### config.mk
export PLATFORM = sky130hd
export DESIGN_NAME = total_zeros_ctrl_flat
export DESIGN_NICKNAME = d
export VERILOG_FILES = /design/src/rtl/total_zeros_ctrl_pkg.sv /design/src/rtl/total_zeros_ctrl_if.sv /design/src/rtl/total_zeros_chroma_dc_table.sv /design/src/rtl/total_zeros_luma_table.sv /design/src/rtl/total_zeros_ctrl.sv /design/src/flat_wrapper.sv
export SDC_FILE = /design/constraint.sdc
export NUM_CORES = 1
export LEC_CHECK = 0
export ABC_AREA = 1
export ABC_CLOCK_PERIOD_IN_PS = 5000
export CORE_ASPECT_RATIO = 0.75
export CORE_MARGIN = 2
export CORE_UTILIZATION = 25
export CTS_BUF_LIST = sky130_fd_sc_hd__clkbuf_16
export CTS_CLUSTER_DIAMETER = 30
export DETAILED_ROUTE_END_ITERATION = 10
export SYNTH_ARGS = -nofsm -noshare
export SYNTH_HDL_FRONTEND = slang
export SYNTH_SLANG_ARGS = --single-unit
### constraint.sdc
create_clock -name clk_i -period 5 [get_ports clk_i]
set_input_delay 1 -clock clk_i [delete_from_list [all_inputs] [get_ports clk_i]]
set_output_delay 1 -clock clk_i [all_outputs]
set_load 0.02 [all_outputs]
### src/rtl/total_zeros_ctrl_pkg.sv
// Shared CAVLC total_zeros definitions: FSM state encoding, MaxNumCoeff codes, window width.
// Latency: n/a (types and constants only).
// Backpressure: n/a.
package total_zeros_ctrl_pkg;

    localparam int         ZW_BITS         = 9;
    localparam logic [4:0] MAXNC_CHROMA_DC = 5'd4;
    localparam logic [4:0] MAXNC_LUMA_AC   = 5'd15;
    localparam logic [4:0] MAXNC_LUMA      = 5'd16;

    typedef enum logic [2:0] {
        ST_IDLE,
        ST_WAIT_BITS,
        ST_SHIFT,
        ST_DONE,
        ST_ERR
    } state_t;

    function automatic logic maxnc_legal(input logic [4:0] m);
        return (m == MAXNC_CHROMA_DC) || (m == MAXNC_LUMA_AC) || (m == MAXNC_LUMA);
    endfunction

endpackage

### src/rtl/total_zeros_ctrl_if.sv
// Request/bitstream/shifter/result bundle between the CAVLC decoder and total_zeros_ctrl.
// Latency: wires only.
// Backpressure: start gated by ready; bits gated by bits_vld; shift_req held until shift_ack.
interface total_zeros_ctrl_if;
    import total_zeros_ctrl_pkg::*;

    logic               start;
    logic               ready;
    logic [4:0]         total_coeff;
    logic [4:0]         max_num_coeff;
    logic               bits_vld;
    logic [ZW_BITS-1:0] bits_dat;      // bits_dat[8] is the next unread bit
    logic               shift_req;
    logic [3:0]         shift_amt;
    logic               shift_ack;
    logic [3:0]         total_zeroes;
    logic               done;
    logic               error;

    // master: decoder/shifter side; slave: the controller
    modport master (
        output start, total_coeff, max_num_coeff, bits_vld, bits_dat, shift_ack,
        input  ready, shift_req, shift_amt, total_zeroes, done, error
    );
    modport slave (
        input  start, total_coeff, max_num_coeff, bits_vld, bits_dat, shift_ack,
        output ready, shift_req, shift_amt, total_zeroes, done, error
    );
endinterface

### src/rtl/total_zeros_chroma_dc_table.sv
// Chroma-DC total_zeros code lookup. Ports: bits_i window (MSB first), total_coeff_i 1..3 -> total_zeroes_o, num_shift_o.
// Latency: combinational.
// Backpressure: none; num_shift_o == 0 means no code matched.
module total_zeros_chroma_dc_table
    import total_zeros_ctrl_pkg::*;
(
    input  logic [ZW_BITS-1:0] bits_i,
    input  logic [3:0]         total_coeff_i,
    output logic [3:0]         total_zeroes_o,
    output logic [3:0]         num_shift_o
);
    logic [7:0] r;  // {total_zeroes, num_shift}

    always_comb begin
        r = 8'h00;
        case (total_coeff_i)
            4'd1: casez (bits_i)
                9'b1_????????: r = 8'h01;  9'b01_???????: r = 8'h12;
                9'b001_??????: r = 8'h23;  9'b000_??????: r = 8'h33;
                default:       r = 8'h00;
            endcase
            4'd2: casez (bits_i)
                9'b1_????????: r = 8'h01;  9'b01_???????: r = 8'h12;
                9'b00_???????: r = 8'h22;
                default:       r = 8'h00;
            endcase
            4'd3: casez (bits_i)
                9'b1_????????: r = 8'h01;  9'b0_????????: r = 8'h11;
                default:       r = 8'h00;
            endcase
            default: r = 8'h00;
        endcase
    end

    assign total_zeroes_o = r[7:4];
    assign num_shift_o    = r[3:0];
endmodule

### src/rtl/total_zeros_luma_table.sv
// Luma/AC 4x4 total_zeros code lookup. Ports: bits_i window (MSB first), total_coeff_i 1..15 -> total_zeroes_o, num_shift_o.
// Latency: combinational.
// Backpressure: none; num_shift_o == 0 means no code matched.
module total_zeros_luma_table
    import total_zeros_ctrl_pkg::*;
(
    input  logic [ZW_BITS-1:0] bits_i,
    input  logic [3:0]         total_coeff_i,
    output logic [3:0]         total_zeroes_o,
    output logic [3:0]         num_shift_o
);
    logic [7:0] r;  // {total_zeroes, num_shift}

    always_comb begin
        r = 8'h00;
        case (total_coeff_i)
            4'd1: casez (bits_i)
                9'b1_????????: r = 8'h01; 9'b011_??????: r = 8'h13; 9'b010_??????: r = 8'h23;
                9'b0011_?????: r = 8'h34; 9'b0010_?????: r = 8'h44; 9'b00011_????: r = 8'h55;
                9'b00010_????: r = 8'h65; 9'b000011_???: r = 8'h76; 9'b000010_???: r = 8'h86;
                9'b0000011_??: r = 8'h97; 9'b0000010_??: r = 8'hA7; 9'b00000011_?: r = 8'hB8;
                9'b00000010_?: r = 8'hC8; 9'b000000011: r = 8'hD9;   9'b000000010: r = 8'hE9;
                9'b000000001: r = 8'hF9;  default: r = 8'h00;
            endcase
            4'd2: casez (bits_i)
                9'b111_??????: r = 8'h03; 9'b110_??????: r = 8'h13; 9'b101_??????: r = 8'h23;
                9'b100_??????: r = 8'h33; 9'b011_??????: r = 8'h43; 9'b0101_?????: r = 8'h54;
                9'b0100_?????: r = 8'h64; 9'b0011_?????: r = 8'h74; 9'b0010_?????: r = 8'h84;
                9'b00011_????: r = 8'h95; 9'b00010_????: r = 8'hA5; 9'b000011_???: r = 8'hB6;
                9'b000010_???: r = 8'hC6; 9'b000001_???: r = 8'hD6; 9'b000000_???: r = 8'hE6;
                default: r = 8'h00;
            endcase
            4'd3: casez (bits_i)
                9'b0101_?????: r = 8'h04; 9'b111_??????: r = 8'h13; 9'b110_??????: r = 8'h23;
                9'b101_??????: r = 8'h33; 9'b0100_?????: r = 8'h44; 9'b0011_?????: r = 8'h54;
                9'b100_??????: r = 8'h63; 9'b011_??????: r = 8'h73; 9'b0010_?????: r = 8'h84;
                9'b00011_????: r = 8'h95; 9'b00010_????: r = 8'hA5; 9'b000001_???: r = 8'hB6;
                9'b00001_????: r = 8'hC5; 9'b000000_???: r = 8'hD6; default: r = 8'h00;
            endcase
            4'd4: casez (bits_i)
                9'b00011_????: r = 8'h05; 9'b111_??????: r = 8'h13; 9'b0101_?????: r = 8'h24;
                9'b0100_?????: r = 8'h34; 9'b110_??????: r = 8'h43; 9'b101_??????: r = 8'h53;
                9'b100_??????: r = 8'h63; 9'b0011_?????: r = 8'h74; 9'b011_??????: r = 8'h83;
                9'b0010_?????: r = 8'h94; 9'b00010_????: r = 8'hA5; 9'b00001_????: r = 8'hB5;
                9'b00000_????: r = 8'hC5; default: r = 8'h00;
            endcase
            4'd5: casez (bits_i)
                9'b0101_?????: r = 8'h04; 9'b0100_?????: r = 8'h14; 9'b0011_?????: r = 8'h24;
                9'b111_??????: r = 8'h33; 9'b110_??????: r = 8'h43; 9'b101_??????: r = 8'h53;
                9'b100_??????: r = 8'h63; 9'b011_??????: r = 8'h73; 9'b0010_?????: r = 8'h84;
                9'b00001_????: r = 8'h95; 9'b0001_?????: r = 8'hA4; 9'b00000_????: r = 8'hB5;
                default: r = 8'h00;
            endcase
            4'd6: casez (bits_i)
                9'b000001_???: r = 8'h06; 9'b00001_????: r = 8'h15; 9'b111_??????: r = 8'h23;
                9'b110_??????: r = 8'h33; 9'b101_??????: r = 8'h43; 9'b100_??????: r = 8'h53;
                9'b011_??????: r = 8'h63; 9'b010_??????: r = 8'h73; 9'b0001_?????: r = 8'h84;
                9'b001_??????: r = 8'h93; 9'b000000_???: r = 8'hA6; default: r = 8'h00;
            endcase
            4'd7: casez (bits_i)
                9'b000001_???: r = 8'h06; 9'b00001_????: r = 8'h15; 9'b101_??????: r = 8'h23;
                9'b100_??????: r = 8'h33; 9'b011_??????: r = 8'h43; 9'b11_???????: r = 8'h52;
                9'b010_??????: r = 8'h63; 9'b0001_?????: r = 8'h74; 9'b001_??????: r = 8'h83;
                9'b000000_???: r = 8'h96; default: r = 8'h00;
            endcase
            4'd8: casez (bits_i)
                9'b000001_???: r = 8'h06; 9'b0001_?????: r = 8'h14; 9'b00001_????: r = 8'h25;
                9'b011_??????: r = 8'h33; 9'b11_???????: r = 8'h42; 9'b10_???????: r = 8'h52;
                9'b010_??????: r = 8'h63; 9'b001_??????: r = 8'h73; 9'b000000_???: r = 8'h86;
                default: r = 8'h00;
            endcase
            4'd9: casez (bits_i)
                9'b000001_???: r = 8'h06; 9'b000000_???: r = 8'h16; 9'b0001_?????: r = 8'h24;
                9'b11_???????: r = 8'h32; 9'b10_???????: r = 8'h42; 9'b001_??????: r = 8'h53;
                9'b01_???????: r = 8'h62; 9'b00001_????: r = 8'h75; default: r = 8'h00;
            endcase
            4'd10: casez (bits_i)
                9'b00001_????: r = 8'h05; 9'b00000_????: r = 8'h15; 9'b001_??????: r = 8'h23;
                9'b11_???????: r = 8'h32; 9'b10_???????: r = 8'h42; 9'b01_???????: r = 8'h52;
                9'b0001_?????: r = 8'h64; default: r = 8'h00;
            endcase
            4'd11: casez (bits_i)
                9'b0000_?????: r = 8'h04; 9'b0001_?????: r = 8'h14; 9'b001_??????: r = 8'h23;
                9'b010_??????: r = 8'h33; 9'b1_????????: r = 8'h41; 9'b011_??????: r = 8'h53;
                default: r = 8'h00;
            endcase
            4'd12: casez (bits_i)
                9'b0000_?????: r = 8'h04; 9'b0001_?????: r = 8'h14; 9'b01_???????: r = 8'h22;
                9'b1_????????: r = 8'h31; 9'b001_??????: r = 8'h43; default: r = 8'h00;
            endcase
            4'd13: casez (bits_i)
                9'b000_??????: r = 8'h03; 9'b001_??????: r = 8'h13; 9'b1_????????: r = 8'h21;
                9'b01_???????: r = 8'h32; default: r = 8'h00;
            endcase
            4'd14: casez (bits_i)
                9'b00_???????: r = 8'h02; 9'b01_???????: r = 8'h12; 9'b1_????????: r = 8'h21;
                default: r = 8'h00;
            endcase
            4'd15: casez (bits_i)
                9'b0_????????: r = 8'h01; 9'b1_????????: r = 8'h11; default: r = 8'h00;
            endcase
            default: r = 8'h00;
        endcase
    end

    assign total_zeroes_o = r[7:4];
    assign num_shift_o    = r[3:0];
endmodule

### src/rtl/total_zeros_ctrl.sv
// total_zeros sequencer: decide presence, look up code, request shift, return TotalZeroes. Ports: clk_i, rst_i, bus (slave).
// Latency: skip/error 1 cycle after Start; coded path 3 cycles plus one per cycle without bits_vld or shift_ack.
// Backpressure: Start taken only when ready (IDLE); waits on bits_vld; shift_req held until shift_ack.
module total_zeros_ctrl
    import total_zeros_ctrl_pkg::*;
(
    input  logic             clk_i,
    input  logic             rst_i,
    total_zeros_ctrl_if.slave bus
);
    state_t     state_q;
    logic [4:0] tc_q;
    logic [4:0] maxnc_q;
    logic       shift_req_q;
    logic [3:0] shift_amt_q;
    logic [3:0] tz_q;
    logic       done_q;
    logic       error_q;

    logic [3:0] cdc_tz, cdc_len, luma_tz, luma_len, lk_tz, lk_len;

    // Both tables only ever see tc in 1..15 when consulted: the skip test
    // in IDLE removes 0 and anything >= MaxNumCoeff.
    total_zeros_chroma_dc_table u_chroma (
        .bits_i         (bus.bits_dat),
        .total_coeff_i  (tc_q[3:0]),
        .total_zeroes_o (cdc_tz),
        .num_shift_o    (cdc_len)
    );

    total_zeros_luma_table u_luma (
        .bits_i         (bus.bits_dat),
        .total_coeff_i  (tc_q[3:0]),
        .total_zeroes_o (luma_tz),
        .num_shift_o    (luma_len)
    );

    assign lk_tz  = (maxnc_q == MAXNC_CHROMA_DC) ? cdc_tz  : luma_tz;
    assign lk_len = (maxnc_q == MAXNC_CHROMA_DC) ? cdc_len : luma_len;

    always_ff @(posedge clk_i or posedge rst_i) begin
        if (rst_i) begin
            state_q     <= ST_IDLE;
            tc_q        <= '0;
            maxnc_q     <= '0;
            shift_req_q <= 1'b0;
            shift_amt_q <= '0;
            tz_q        <= '0;
            done_q      <= 1'b0;
            error_q     <= 1'b0;
        end else begin
            done_q  <= 1'b0;
            error_q <= 1'b0;
            case (state_q)
                ST_IDLE: begin
                    if (bus.start) begin
                        tc_q    <= bus.total_coeff;
                        maxnc_q <= bus.max_num_coeff;
                        if (!maxnc_legal(bus.max_num_coeff)) begin
                            state_q <= ST_ERR;
                            error_q <= 1'b1;
                            tz_q    <= '0;
                        end else if ((bus.total_coeff == 5'd0) ||
                                     (bus.total_coeff >= bus.max_num_coeff)) begin
                            // Block full or empty: total_zeros is not coded.
                            state_q <= ST_DONE;
                            done_q  <= 1'b1;
                            tz_q    <= '0;
                        end else begin
                            state_q <= ST_WAIT_BITS;
                        end
                    end
                end
                ST_WAIT_BITS: begin
                    if (bus.bits_vld) begin
                        if (lk_len == 4'd0) begin
                            state_q <= ST_ERR;
                            error_q <= 1'b1;
                            tz_q    <= '0;
                        end else begin
                            state_q     <= ST_SHIFT;
                            tz_q        <= lk_tz;
                            shift_amt_q <= lk_len;
                            shift_req_q <= 1'b1;
                        end
                    end
                end
                ST_SHIFT: begin
                    if (bus.shift_ack) begin
                        state_q     <= ST_DONE;
                        shift_req_q <= 1'b0;
                        done_q      <= 1'b1;
                    end
                end
                ST_DONE: state_q <= ST_IDLE;
                ST_ERR:  state_q <= ST_IDLE;
                default: state_q <= ST_IDLE;
            endcase
        end
    end

    assign bus.ready        = (state_q == ST_IDLE);
    assign bus.shift_req    = shift_req_q;
    assign bus.shift_amt    = shift_amt_q;
    assign bus.total_zeroes = tz_q;
    assign bus.done         = done_q;
    assign bus.error        = error_q;
endmodule

### src/flat_wrapper.sv
// flat-port wrapper written by rule: the top's interface ports become plain ports
module total_zeros_ctrl_flat import total_zeros_ctrl_pkg::*;
  (clk_i, rst_i, bus_start, bus_total_coeff, bus_max_num_coeff, bus_bits_vld, bus_bits_dat, bus_shift_ack, bus_ready, bus_shift_req, bus_shift_amt, bus_total_zeroes, bus_done, bus_error);
  total_zeros_ctrl_if bus_i ();
  input  logic clk_i;
  input  logic rst_i;
  input wire logic [$bits(bus_i.start)-1:0] bus_start;
  input wire logic [$bits(bus_i.total_coeff)-1:0] bus_total_coeff;
  input wire logic [$bits(bus_i.max_num_coeff)-1:0] bus_max_num_coeff;
  input wire logic [$bits(bus_i.bits_vld)-1:0] bus_bits_vld;
  input wire logic [$bits(bus_i.bits_dat)-1:0] bus_bits_dat;
  input wire logic [$bits(bus_i.shift_ack)-1:0] bus_shift_ack;
  output wire logic [$bits(bus_i.ready)-1:0] bus_ready;
  output wire logic [$bits(bus_i.shift_req)-1:0] bus_shift_req;
  output wire logic [$bits(bus_i.shift_amt)-1:0] bus_shift_amt;
  output wire logic [$bits(bus_i.total_zeroes)-1:0] bus_total_zeroes;
  output wire logic [$bits(bus_i.done)-1:0] bus_done;
  output wire logic [$bits(bus_i.error)-1:0] bus_error;
  assign bus_i.start = bus_start;
  assign bus_i.total_coeff = bus_total_coeff;
  assign bus_i.max_num_coeff = bus_max_num_coeff;
  assign bus_i.bits_vld = bus_bits_vld;
  assign bus_i.bits_dat = bus_bits_dat;
  assign bus_i.shift_ack = bus_shift_ack;
  assign bus_ready = bus_i.ready;
  assign bus_shift_req = bus_i.shift_req;
  assign bus_shift_amt = bus_i.shift_amt;
  assign bus_total_zeroes = bus_i.total_zeroes;
  assign bus_done = bus_i.done;
  assign bus_error = bus_i.error;
  total_zeros_ctrl u_core (.clk_i(clk_i), .rst_i(rst_i), .bus(bus_i));
endmodule
==> results by group, run 1 <==
Status
  • Status: completed

Timing
  • Setup-violating endpoint count in the final report: 0
  • Min Tclk post-route: 4240 ps
  • Share of the clock period used by the worst path: between 80 and 90%
  • Fmax: 236 MHz
  • Final TNS setup: 0 ps
  • Tightest slew margin relative to the limit: a little over two fifths
  • Worst clock skew on the final layout: approximately 3.0 ps
  • Number of hold violations in the final report: 0
  • Transition at the pin with the smallest max-transition slack: between 800 and 900 ps
  • Final-report max-slew violation count: 0
  • Setup repair after global routing missed its margin: no

Logic synthesis
  • Proportion of synthesized chip area in sequential cells: between 10% and 20%
  • Post-Synthesis Net Count: about 570
  • Yosys synthesis warning count: 0
  • Number of synthesized register bits: 23
  • Largest family of logic cells by synthesized area: simple AND/OR/NAND/NOR gates
  • Fraction of synthesized cell area in xor and xnor cells: 0%
  • Average instance area after synthesis: ~5.8 um2
  • Most used DFF post-synth: sky130_fd_sc_hd__dfrtp_1
  • Post-synthesis compound-gate area fraction: roughly 19%
  • Fraction of the mapped netlist area in adder cells: under 10%
  • Netlist area before placement: 0.00311 mm2
  • Count of flip-flops with a built-in enable after synthesis: 0
  • Count of different cell masters after synthesis: 43
  • Simple-gate portion of the synthesized area: 47.1%
  • Fraction of synthesized area in multiplexers: 0%
  • Post-Syn Instances: approximately 540
  • Ys async rst share: 100%

Finish
  • Multi-input gate area in the final layout: 0.00220 mm2
  • Antenna cells: 0
  • Fraction of layout cells with a size suffix above 1: ~6.7%
  • Sequential Area: between 500 and 600 um2
  • Post-layout net count: around 610
  • Layout-stage area growth over the synthesis result: 18.8%
  • Fillers: approximately 1400
  • Post-layout instance count excluding filler cells: around 740

Route
  • Remaining DRCs: 0
  • Final ANT Viol Nets: 0
  • Wire length reported by the detailed router: 11400 um
  • Router iterations before antenna repair: 6
  • Iteration-0 DRC Markers: around 670
  • Wire per inst: between 15 and 20 um
  • Count of vias placed by the detailed router: between 3000 and 4000
  • Vias per cell: roughly 5.3

Global route
  • First-pass GRT wire length: ~18000 um
  • Vias in the first global route: between 3000 and 4000
  • Maximum number of pins on one net before global-route repair: 24
  • Global router's overall resource usage: 17.0%
  • Antenna violations before repair: 0
  • Leftover overflow at the end of global routing: 0

Worst setup path
  • Data arrival time of the critical path: around 4400 ps
  • Highest-delay cell along the critical path: sky130_fd_sc_hd__clkdlybuf4s50_1
  • Crit start category: input port
  • Worst-case register-to-register setup slack: 2390 ps
  • Crit-path max FO: 12
  • Most frequent CP cell: sky130_fd_sc_hd__nand2_1
  • Critical Path Sink Type: flop
  • Data required, critical path: 5150 ps
  • Maximum cell stage delay along the critical path: roughly 600 ps
  • Crit Path Category: input port to flop
  • Ordered cell list for the critical path: clkdlybuf4s50_1 > inv_2 > ha_1 > nand3_1 > nand2_1 > nor2_1 > nand2_1 > nand3_1 > nand2_1 > nand2_1 > nor2_1 > nand3_1 > nand2_1 > nand2_1 > nor2_2 > nand2_2 > nand2_2 > nand2_1 > nand2_1 > nand2_1

Power and ir drop
  • Maximum vdd ir drop: between 0.15 and 0.2 mV
  • Static Leak: between 1.5 and 2 nW
  • Power per cell area: 366 mW/mm2

Die
  • Starting density of the core: between 20% and 30%
  • Die area: approximately 0.013 mm2
  • Number of placement rows: 35
  • Die width: approximately 130 um
  • Core box area: 0.0122 mm2
  • Die Ht: slightly above 100 um
  • Number of ports placed on the die boundary: 36

Clocking
  • Number of cells upsized or downsized after cts: 0
  • Clock Tree Buf Depth: 2
  • Source-to-sink clock delay at the later pin of the worst-skew pair: roughly 250 ps
  • Total of hold buffers inserted after clock tree synthesis: 0
  • Root buf cell: sky130_fd_sc_hd__clkbuf_16
  • Clock tree from TritonCTS: done
  • TritonCTS Buffers: 3
  • Clk sink count: 23
  • CTS clk-pin slew, worst paths: around 60 ps
  • Number of buffers inserted to repair setup after CTS: 0
  • H-tree depth: 1

Run
  • Max-cap violations: 0

Placed design
  • Instance count after placement with tap cells included: roughly 730
  • HPWL after detailed placement: just over 9000 um
  • Gp weighted congestion: 1.04
  • Port bufs: 35

Hold path
  • Type of the worst min-delay path: flop to flop
-- final cells by class --
cell class / count / area share, %
Timing Repair Buffer: 38 / 10.1
Clock buffer: 3 / 2.03
Clock inverter: 1 / 0.135
Tap cell: 166 / 5.62
Multi-Input combinational cell: 438 / 59.6
Inverter: 68 / 6.91
Sequential cell: 23 / 15.6
-- logic make-up (layout without fill, tap and decap cells) --
| family | Yosys count | in the layout |
|---|---|---|
| and+or+nand+nor | 324 | 324 |
| AOI/OAI and AO/OA | 103 | 103 |
| buffers and inverters | 78 | 110 |
| DFF | 23 | 23 |
| adders and majority gates | 11 | 11 |
-- sequential cells by signal (all words and copies together), names as in the netlist --
signal                   flops
u_core.bus.total_zeroes      4
u_core.bus.shift_amt         4
u_core.bus.done              1
u_core.state_q               3
u_core.tc_q                  4
u_core.maxnc_q               5
u_core.bus.error             1
u_core.bus.shift_req         1
-- placed cells by master, fill, tap and decap left out, types with 4 or more instances in the layout --
cell type | synthesis | final
sky130_fd_sc_hd__nand3_1 | 42 | 42
sky130_fd_sc_hd__nor4_1 | 4 | 4
sky130_fd_sc_hd__a21oi_1 | 18 | 18
sky130_fd_sc_hd__clkdlybuf4s50_1 | 0 | 35
sky130_fd_sc_hd__a31oi_1 | 6 | 6
sky130_fd_sc_hd__nor2_1 | 78 | 78
sky130_fd_sc_hd__nand3_2 | 6 | 6
sky130_fd_sc_hd__o21ai_1 | 6 | 6
sky130_fd_sc_hd__o211ai_1 | 4 | 4
sky130_fd_sc_hd__nor3_1 | 10 | 10
sky130_fd_sc_hd__nand2_2 | 6 | 6
sky130_fd_sc_hd__ha_1 | 11 | 11
sky130_fd_sc_hd__inv_2 | 6 | 6
sky130_fd_sc_hd__nor2_2 | 7 | 7
sky130_fd_sc_hd__nand2_1 | 146 | 146
sky130_fd_sc_hd__inv_1 | 62 | 62
sky130_fd_sc_hd__dfrtp_1 | 23 | 23
sky130_fd_sc_hd__nand4_1 | 15 | 15
sky130_fd_sc_hd__o21ai_0 | 47 | 47
-- power by group --
group          total, mW  switching [mW]  internal [mW]  leakage, nW
combinational      0.868           0.568          0.300         1.53
clock              0.172          0.0645          0.108       0.0409
sequential         0.314          0.0548          0.259        0.295
-- path summary, 6_finish.rpt --
path	cells after the start	to	from
min in group asynchronous	2	u_core.maxnc_q[4]	rst_i
setup reg to reg	13	u_core.bus.shift_amt[2]	u_core.tc_q[1]
hold reg to reg	2	u_core.bus.shift_amt[3]	u_core.bus.shift_amt[3]
setup / recovery	20	u_core.state_q[1]	bus_bits_dat[8]
hold / removal	2	u_core.bus.shift_amt[3]	u_core.bus.shift_amt[3]
max in group asynchronous	2	u_core.bus.total_zeroes[2]	rst_i
-- synthesized netlist by cell type, types with 2 or more instances --
cell	number	area, um2
sky130_fd_sc_hd__nor2_2	7	43.8
sky130_fd_sc_hd__nand2_1	146	548
sky130_fd_sc_hd__a21boi_1	2	15.0
sky130_fd_sc_hd__nand3b_1	3	22.5
sky130_fd_sc_hd__inv_2	6	22.5
sky130_fd_sc_hd__nor3b_1	2	15.0
sky130_fd_sc_hd__buf_6	4	45.0
sky130_fd_sc_hd__nor4_1	4	25.0
sky130_fd_sc_hd__nor2_1	78	293
sky130_fd_sc_hd__a211oi_1	2	15.0
sky130_fd_sc_hd__nand3_1	42	210
sky130_fd_sc_hd__inv_1	62	233
sky130_fd_sc_hd__dfrtp_1	23	576
sky130_fd_sc_hd__o31ai_1	3	22.5
sky130_fd_sc_hd__o21ai_1	6	30.0
sky130_fd_sc_hd__a221oi_1	2	17.5
sky130_fd_sc_hd__o21ai_0	47	235
sky130_fd_sc_hd__o21bai_1	2	15.0
sky130_fd_sc_hd__a31oi_1	6	37.5
sky130_fd_sc_hd__o211ai_1	4	30.0
sky130_fd_sc_hd__nor3_1	10	50.1
sky130_fd_sc_hd__a21oi_1	18	90.1
sky130_fd_sc_hd__o2111ai_1	3	26.3
sky130_fd_sc_hd__nand2_2	6	37.5
sky130_fd_sc_hd__nand4_1	15	93.8
sky130_fd_sc_hd__nand3_2	6	60.1
sky130_fd_sc_hd__buf_2	4	20.0
sky130_fd_sc_hd__ha_1	11	138
-- through the flow --
step	total power, mW	area [um2]	worst slack [ps]	util (%)	hold slack [ps]
after floorplan	0.898	3110	1980	-	445
final	1.35	3700	761	30.3	474
after global routing	1.48	3700	438	30.3	506
after detailed placement	1.16	3620	589	29.6	463
after CTS	1.34	3700	845	30.3	478
after global placement	1.17	3620	751	29.6	459
-- critical path: cells and delay by family --
kind	cells	cell delay, ps
AND/OR/NAND/NOR	17	1960
buffers and inverters	2	870
adder cells (fa/ha/maj)	1	550
-- routing by layer --
metal	up-vias	global-route usage, %	routed length [um]
met5	-	0	0
met4	0	4.63	243
met3	31	4.32	1360
met2	238	24.0	4500
met1	1748	25.4	5330
li1	1866	-	-
Power figures use the tool's default switching activity.
==> run 2, diff against run 1 <==
Settings changed: ABC_CLOCK_PERIOD_IN_PS 5000 to 4059.
Clock period 5 ns to 4.06 ns, I/O delays scaled along.
==> results by group, run 2 (synthesis gave the netlist of run 1 again) <==
Finish
  • Multi-input gate area in the final layout: between 0.002 and 0.0025 mm2
  • Post-layout instance count excluding filler cells: around 740
  • Commonest non-fill, non-tap cell in the layout: sky130_fd_sc_hd__nand2_1
  • Layout-stage area growth over the synthesis result: 19.7%
  • Fillers: between 1000 and 1500
  • Post-layout net count: 611
  • Fraction of layout cells with a size suffix above 1: 7.30%
  • Most used cells in the layout excluding fill and tap cells: sky130_fd_sc_hd__nand2_1, sky130_fd_sc_hd__nor2_1, sky130_fd_sc_hd__inv_1
  • Largest register by flop count: u_core.maxnc_q
  • Number of flip-flops in the largest register: 5
  • Sequential Area: around 580 um2
  • Antenna cells: 0

Clocking
  • Number of cells upsized or downsized after cts: 0
  • Number of buffers inserted to repair setup after CTS: 0
  • CTS clk-pin slew, worst paths: about 60 ps
  • Root buf cell: sky130_fd_sc_hd__clkbuf_16
  • H-tree depth: 1
  • TritonCTS Buffers: 3
  • Clock tree from TritonCTS: done
  • Total of hold buffers inserted after clock tree synthesis: 0
  • Clk sink count: 23
  • Clock Tree Buf Depth: 2
  • Source-to-sink clock delay at the later pin of the worst-skew pair: 250 ps

Timing
  • Setup repair after global routing missed its margin: no
  • Setup-violating endpoint count in the final report: 0
  • Min Tclk post-route: about 3600 ps
  • Tightest slew margin relative to the limit: 43.3%
  • Share of the clock period used by the worst path: 88.0%
  • Transition at the pin with the smallest max-transition slack: approximately 850 ps
  • Number of hold violations in the final report: 0
  • Fmax: ~280 MHz
  • Worst clock skew on the final layout: 4.22 ps
  • Final-report max-slew violation count: 0
  • Setup WS post-layout: ~500 ps
  • Final TNS setup: 0 ps

Worst setup path
  • Data required, critical path: about 4200 ps
  • Worst-case register-to-register setup slack: 1250 ps
  • Maximum cell stage delay along the critical path: 520 ps
  • Data arrival time of the critical path: ~3700 ps
  • Most frequent CP cell: sky130_fd_sc_hd__nand2_1
  • Critical Path Sink Type: flop
  • Crit start category: input port
  • Crit-path max FO: 12
  • Highest-delay cell along the critical path: sky130_fd_sc_hd__ha_1
  • Ordered cell list for the critical path: clkdlybuf4s50_1 > inv_2 > ha_1 > nand3_2 > nand2_1 > nor2_1 > o21ai_0 > nand3_1 > nor2_1 > nand2_1 > o21bai_2 > nand2_1 > nor2_2 > nand2_2 > nand2_2 > nand2_1 > nand2_1 > nand2_1
  • Crit Path Category: input port to flop

Global route
  • Leftover overflow at the end of global routing: 0
  • Vias in the first global route: between 3000 and 4000
  • Antenna violations before repair: 0
  • Global router's overall resource usage: approximately 17%
  • Maximum number of pins on one net before global-route repair: 24
  • First-pass GRT wire length: roughly 18000 um

Hold path
  • Type of the worst min-delay path: flop to flop

Die
  • Starting density of the core: 25.5%
  • Die Ht: ~100 um
  • Die width: roughly 130 um
  • Number of placement rows: 35
  • Core box area: approximately 0.012 mm2
  • Die area: approximately 0.013 mm2
  • Number of ports placed on the die boundary: 36

Run
  • Max-cap violations: 0

Placed design
  • Gp weighted congestion: ~1.0
  • Setup WS pre-CTS: 303 ps
  • Instance count after placement with tap cells included: approximately 740
  • Port bufs: 35
  • HPWL after detailed placement: about 9000 um

Route
  • Final ANT Viol Nets: 0
  • Iteration-0 DRC Markers: 486
  • Wire length reported by the detailed router: around 11000 um
  • Count of vias placed by the detailed router: roughly 3800
  • Wire per inst: about 15 um
  • Remaining DRCs: 0
  • Vias per cell: 5.18
  • Router iterations before antenna repair: 5

Power and ir drop
  • Maximum vdd ir drop: roughly 0.20 mV
  • Static Leak: 1.89 nW
  • Power per cell area: approximately 450 mW/mm2

Status
  • Status: completed
[run 2: report_power, final]
part           leakage [nW]  total, mW  internal, mW  switching, mW
clock network        0.0409      0.210         0.132         0.0781
logic                  1.55       1.07         0.372          0.699
registers             0.295      0.386         0.319         0.0671
[run 2: layout make-up]
| cell class | instances | share of cell area (%) |
|---|---|---|
| clock buffers | 3 | 2.01 |
| clock inverters | 1 | 0.134 |
| inverters | 68 | 6.85 |
| multi-input cells | 438 | 59.2 |
| flip-flops and latches | 23 | 15.4 |
| well taps | 166 | 5.57 |
| repair buffers | 42 | 10.8 |
[run 2: path summary, 6_finish.rpt]
| path | start | to | depth (start not counted) |
|---|---|---|---|
| worst min-delay path | u_core.bus.shift_amt[3] | u_core.bus.shift_amt[3] | 2 |
| max in group asynchronous | rst_i | u_core.maxnc_q[3] | 2 |
| worst max-delay path | bus_bits_dat[7] | u_core.state_q[1] | 18 |
| min in group asynchronous | rst_i | u_core.bus.done | 2 |
| worst max register to register | u_core.tc_q[1] | u_core.bus.shift_amt[2] | 13 |
| worst min register to register | u_core.bus.shift_amt[3] | u_core.bus.shift_amt[3] | 2 |
[run 2: metal layers]
| metal | GRT usage, % | vias to the layer above | share of wire, % |
|---|---|---|---|
| met3 | 4.78 | 18 | 12 |
| li1 | - | 1867 | - |
| met2 | 24.7 | 221 | 40 |
| met5 | 0 | - | 0 |
| met4 | 3.64 | 0 | 1.2 |
| met1 | 24.6 | 1731 | 46 |
[run 2: metrics by stage]
stage	cell area [um2]	hold slack, ps	power, mW	utilization [%]
2_1_floorplan	3110	445	1.11	-
3_3_place_gp	3650	464	1.44	29.8
3_5_place_dp	3650	463	1.44	29.8
4_1_cts	3730	478	1.66	30.5
5_1_grt	3730	508	1.83	30.5
6_report	3730	480	1.67	30.5
[run 2: critical path: cells and delay by family]
| family | cells | cell delay [ps] |
|---|---|---|
| simple gates | 13 | 1340 |
| fa+ha+maj | 1 | 520 |
| buf+inv | 2 | 570 |
| compound gates | 2 | 470 |
